$ cat src/rtl/bo_datapath.sv
// Operative datapath for the bc controller: RX/RS/RH registers, add/multiply ALU,
// operand and write-back muxes, result register with valid strobe. Option: BO_SATURATE_EN.
module bo_datapath #(
   parameter int unsigned WIDTH = 8
) (
   input  logic             clock,
   input  logic             reset,
   input  logic [WIDTH-1:0] x_in,
   input  logic [WIDTH-1:0] a_in,
   input  logic [WIDTH-1:0] b_in,
   input  logic [WIDTH-1:0] c_in,
   input  logic             LX,
   input  logic [1:0]       M0,
   input  logic [1:0]       M1,
   input  logic [1:0]       M2,
   input  logic             H,
   input  logic             LS,
   input  logic             LH,
   input  logic             done,
   output logic [WIDTH-1:0] result_out,
   output logic             result_valid,
   output logic             ovf,
   output logic             proto_err
);

   logic [WIDTH-1:0]   rx_q, rs_q, rh_q, result_q;
   logic [WIDTH-1:0]   rx_d, rs_d, rh_d, result_d;
   logic               valid_q, ovf_q, perr_q;
   logic               valid_d, ovf_d, perr_d;
   logic [WIDTH-1:0]   p_op, q_op, wb;
   logic [WIDTH:0]     sum;
   logic [2*WIDTH-1:0] prod, alu_full;
   logic               alu_ovf, ovf_set;

   always_comb begin
      p_op = a_in;
      case (M0)
         2'd0: p_op = a_in;
         2'd1: p_op = b_in;
         2'd2: p_op = c_in;
         2'd3: p_op = rs_q;
         default: p_op = a_in;
      endcase
      q_op = rx_q;
      case (M1)
         2'd0: q_op = rx_q;
         2'd1: q_op = rh_q;
         2'd2: q_op = rs_q;
         2'd3: q_op = {{(WIDTH-1){1'b0}}, 1'b1};
         default: q_op = rx_q;
      endcase
   end

   // Full-precision results; any set bit above WIDTH is a discarded (overflowing) bit.
   always_comb begin
      sum      = {1'b0, p_op} + {1'b0, q_op};
      prod     = {{WIDTH{1'b0}}, p_op} * {{WIDTH{1'b0}}, q_op};
      alu_full = H ? prod : {{(WIDTH-1){1'b0}}, sum};
      alu_ovf  = |alu_full[2*WIDTH-1:WIDTH];
   end

   always_comb begin
      wb = '0;
      case (M2)
`ifdef BO_SATURATE_EN
         2'd0: wb = alu_ovf ? '1 : alu_full[WIDTH-1:0];
`else
         2'd0: wb = alu_full[WIDTH-1:0];
`endif
         2'd1: wb = p_op;
         2'd2: wb = q_op;
         2'd3: wb = '0;
         default: wb = '0;
      endcase
   end

   always_comb begin
      ovf_set  = (M2 == 2'd0) && (LS || LH) && alu_ovf;
      rx_d     = LX ? x_in : rx_q;
      rs_d     = LS ? wb : rs_q;
      rh_d     = LH ? wb : rh_q;
      result_d = done ? rs_q : result_q;
      valid_d  = done;
      ovf_d    = LX ? 1'b0 : (ovf_q || ovf_set);
      perr_d   = perr_q || (LS && LH);
   end

   always_ff @(posedge clock or negedge reset) begin
      if (!reset) begin
         rx_q     <= '0;
         rs_q     <= '0;
         rh_q     <= '0;
         result_q <= '0;
         valid_q  <= 1'b0;
         ovf_q    <= 1'b0;
         perr_q   <= 1'b0;
      end else begin
         rx_q     <= rx_d;
         rs_q     <= rs_d;
         rh_q     <= rh_d;
         result_q <= result_d;
         valid_q  <= valid_d;
         ovf_q    <= ovf_d;
         perr_q   <= perr_d;
      end
   end

   assign result_out   = result_q;
   assign result_valid = valid_q;
   assign ovf          = ovf_q;
   assign proto_err    = perr_q;

endmodule

$ cat config.mk
export PLATFORM = sky130hd
export DESIGN_NAME = bo_datapath
export DESIGN_NICKNAME = d
export VERILOG_FILES = /design/src/rtl/bo_datapath.sv
export SDC_FILE = /design/constraint.sdc
export NUM_CORES = 1
export LEC_CHECK = 0
export CORE_ASPECT_RATIO = 1.25
export CORE_UTILIZATION = 45
export CTS_CLUSTER_SIZE = 30
export DETAILED_ROUTE_END_ITERATION = 7
export HOLD_SLACK_MARGIN = 0.05
export PLACE_DENSITY = 0.68
export SETUP_SLACK_MARGIN = 0.4
export SLEW_MARGIN = 20
export SYNTH_ARGS = -nofsm -noshare
export SYNTH_HDL_FRONTEND = slang
export SYNTH_SLANG_ARGS = --single-unit
$ cat constraint.sdc
create_clock -name clock -period 5.2 [get_ports clock]
set_input_delay 0.52 -clock clock [delete_from_list [all_inputs] [get_ports clock]]
set_output_delay 0.52 -clock clock [all_outputs]
set_load 0.02 [all_outputs]
==> metrics.txt <==
Psw 1550 uW; Yosys reg bits 35; Crit. path cell count 19; post-synthesis adder-cell area fraction 28.9%; outcome complete, no violations; XOR/XNOR Fraction of Synth Area 1.18%; First DRT Iteration DRCs 189; worst vdd rail ir drop 335 uV; crit path time final 4750 ps; total CTS buffers 5; r2r setup slk 470 ps; Worst Hold Endpoint proto_err$_DFF_PN0_; internal cell power 1910 uW; DR vias 4081; sequential area share after synthesis 19.6%; wire per inst 16.9 um; Fillers 791; pre-CTS WS -424 ps; critical path's most frequent cell fa_1; fin cells 766; Final WS setup 446 ps; Buf/Inv on CP 5; max cap viols 0; GRT Overall Usage 26.3%; Synth Area in Compound Gates 14.3%; vias in the first global route 4440; starting density of the core 46.5%; grt total ovfl 0; post-synthesis simple-gate area fraction 14.6%; YS warnings 0; Worst setup EP type flip-flop; f_max 0.210 GHz; largest net degree at the start of global routing 36; share of layout cells above drive strength 1 33.0%; Syn Area/Cell 8.84 um2; fraction of registers with async set/reset 100%; Detail Route Antenna Nets 0; crit path max fanout 6; Vias/cell 5.33; Port Buf Inserts 55; final core utilization 66.7%; die height 113 um; Hold Buf Count CTS 0; Final Hold Viols 0; Post-Syn Nets 631; Die X-Extent 91.1 um; Top-Level Pins 56; crit start category input pin; FF+latch area 876 um2; HP Class flip-flop to flip-flop; hpwl dp 10000 um; root buffer cell clkbuf_16; Sw Ratio 44.8%; share of the synthesized area in the top cell type 19.6%; leakage power 0.00304 uW; CP Data Arrival Time 4920 ps; peak per-stage delay on the critical path 540 ps; Synth area leader dfrtp_1; mapped cell area 0.00447 mm2; Seq pwr share 10.4%; r2r endpoint ovf$_DFF_PN0_; Slew @ Worst Pin 662 ps; Yosys cell types 57; Rel. slew slack 55.7%; detailed-route DRC error count 0; Logic pwr share 79.0%; Clk pwr share 10.6%; DIE AREA 0.0103 mm2; Worst path top cell family by delay adder cells; worst clock skew 7.06 ps; Clock Sinks 35; CTS tree built; clk slew on worst S/H paths 60 ps; Setup CP Type input pin to flip-flop; DR pass1 iterations 5; initial antenna violation count 0; nets 765; number of synthesized flops with an enable pin 0; largest family of logic cells by synthesized area adder cells; CTS H-tree lvls 2; Antenna diodes 0; Cells after Synth 505; hold_ws 462 ps; ratio of final minimum period to clock period 91.4%; Main synth FF type dfrtp_1; final setup vio count 0; worst-skew pair later-pin latency 290 ps; first-pass GRT wire length 21100 um; mux cell area share after synthesis 11.5%; RSZ-0062 raised after global routing true; # rows 40; Std-Cell Core Area 0.00961 mm2; hold depth 1; HP Start proto_err$_DFF_PN0_; Critical Path RT 5370 ps; Bufs on Longest Clock Path 2; Critical Path Slowest Stage Cell mux4_2; Final Power 3460 uW; worst path cell trace buf_6 -> buf_12 -> mux4_2 -> buf_6 -> ha_4 -> fa_1 -> inv_2 -> fa_2 -> fa_1 -> fa_1 -> inv_2 -> ha_4 -> nor2_4 -> nor2_2 -> o22ai_2 -> nor4b_2 -> o2111ai_2 -> a221oi_2 -> a21boi_1; Max Slew Vio Count 0; Total Wirelength 12900 um; ranking of synthesized cells by area dfrtp_1, fa_1, ha_1; Post-Place Cells 728; path depth of the worst reg2reg path 17; pwr/cell area 540 mW/mm2; Layout area overhead 43.6%; routability cong. 0.918; Multi-input gate area 0.00354 mm2; reg2reg start rs_q[4]$_DFFE_PN0P_
==> how the worst max path moves through the flow <==
| stage | from | to | slack, ps |
|---|---|---|---|
| finish | M0[1] | ovf$_DFF_PN0_ | 450 |
| global route | M1[1] | ovf$_DFF_PN0_ | 280 |
| CTS | b_in[4] | ovf$_DFF_PN0_ | 400 |
| detailed placement | M0[1] | ovf$_DFF_PN0_ | -420 |
| global placement | M0[1] | ovf$_DFF_PN0_ | -290 |
| floorplan | M1[0] | ovf$_DFF_PN0_ | 400 |
==> cell families (layout without fill, tap and decap cells) <==
kind of cell	after synthesis	in the layout
XOR/XNOR	6	6
AO/OA/AOI/OAI	95	95
adder cells (fa/ha/maj)	81	81
multiplexers	41	41
AND/OR/NAND/NOR	142	142
flip-flops	35	35
buffers and inverters	105	240
==> repair_timing <==
| action | 4_1_cts | 5_1_grt |
|---|---|---|
| setup buffers | 19 | 11 |
| gates resized for setup | 59 | 52 |
| setup endpoints to repair | 7 | 5 |
| cloned | 0 | 0 |
| pin swaps | 43 | 42 |
==> placed cells by master, fill, tap and decap left out, types with 5 or more instances in the layout <==
cell type and count:
o21ai_0 11, fa_2 6, buf_6 12, o21ai_1 7, buf_4 73, mux2_2 17
nand2_2 11, inv_2 12, o21ai_4 5, mux2i_1 13, mux4_2 6, clkdlybuf4s50_1 39
fa_1 31, ha_4 11, ha_1 32, a21oi_2 7, nand2_1 36, nor2b_1 9
dlymetal6s2s_1 8, clkbuf_16 5, a21oi_1 21, nor2_1 46, dfrtp_1 35, inv_1 75
nand3_1 5, a31oi_1 5, and2_1 11
==> power groups by stage <==
stage | sequential [uW] | combinational, uW | clock [uW]
after CTS | 359 | 2510 | 375
final | 360 | 2740 | 368
after detailed placement | 360 | 2130 | 0
after global routing | 365 | 3000 | 383
after floorplan | 371 | 1440 | 0
after global placement | 359 | 2090 | 0
==> routing by layer <==
metal  vias up  track usage [%]  share of wire (%)
met5         -                0                  0
met4         0             11.4                3.9
met3        37             3.07                3.4
met2       128             50.7                 54
met1      1971             28.8                 39
li1       1945                -                  -
==> flip-flops by register name, indices dropped and copies added (netlist names) <==
name / flops
ovf: 1
proto_err: 1
result_out: 8
result_valid: 1
rh_q: 8
rs_q: 8
rx_q: 8
==> through the flow <==
stage	instance area, um2	TNS [ps]
floorplan	4590	0
global placement	5640	-847
detailed placement	5640	-1190
CTS	6170	0
global route	6410	0
finish	6410	0
==> cells in the mapped netlist (all sizes together) (2+ instances only) <==
| cell | count |
|---|---|
| inv | 88 |
| nor2 | 50 |
| nand2 | 48 |
| ha | 44 |
| fa | 37 |
| dfrtp | 35 |
| a21oi | 31 |
| o21ai | 24 |
| mux2 | 19 |
| mux2i | 16 |
| and2 | 12 |
| buf | 10 |
| nor2b | 10 |
| clkbuf | 7 |
| o22ai | 7 |
| mux4 | 6 |
| nand3 | 6 |
| a211oi | 5 |
| a21o | 5 |
| a31oi | 5 |
| nand2b | 5 |
| a211o | 3 |
| nor3 | 3 |
| o2111ai | 3 |
| xnor2 | 3 |
| xor2 | 3 |
| a221oi | 2 |
| nor4b | 2 |
| o311ai | 2 |
| or3 | 2 |
==> layout make-up <==
type	instances	area share, %
clock buffer	6	2.17
clock inverter	2	0.605
inverter	88	5.19
multi-input combinational	365	55.3
sequential	35	13.7
tap	126	2.46
timing repair buffer	144	20.7
(Power assumes the default switching activity.)
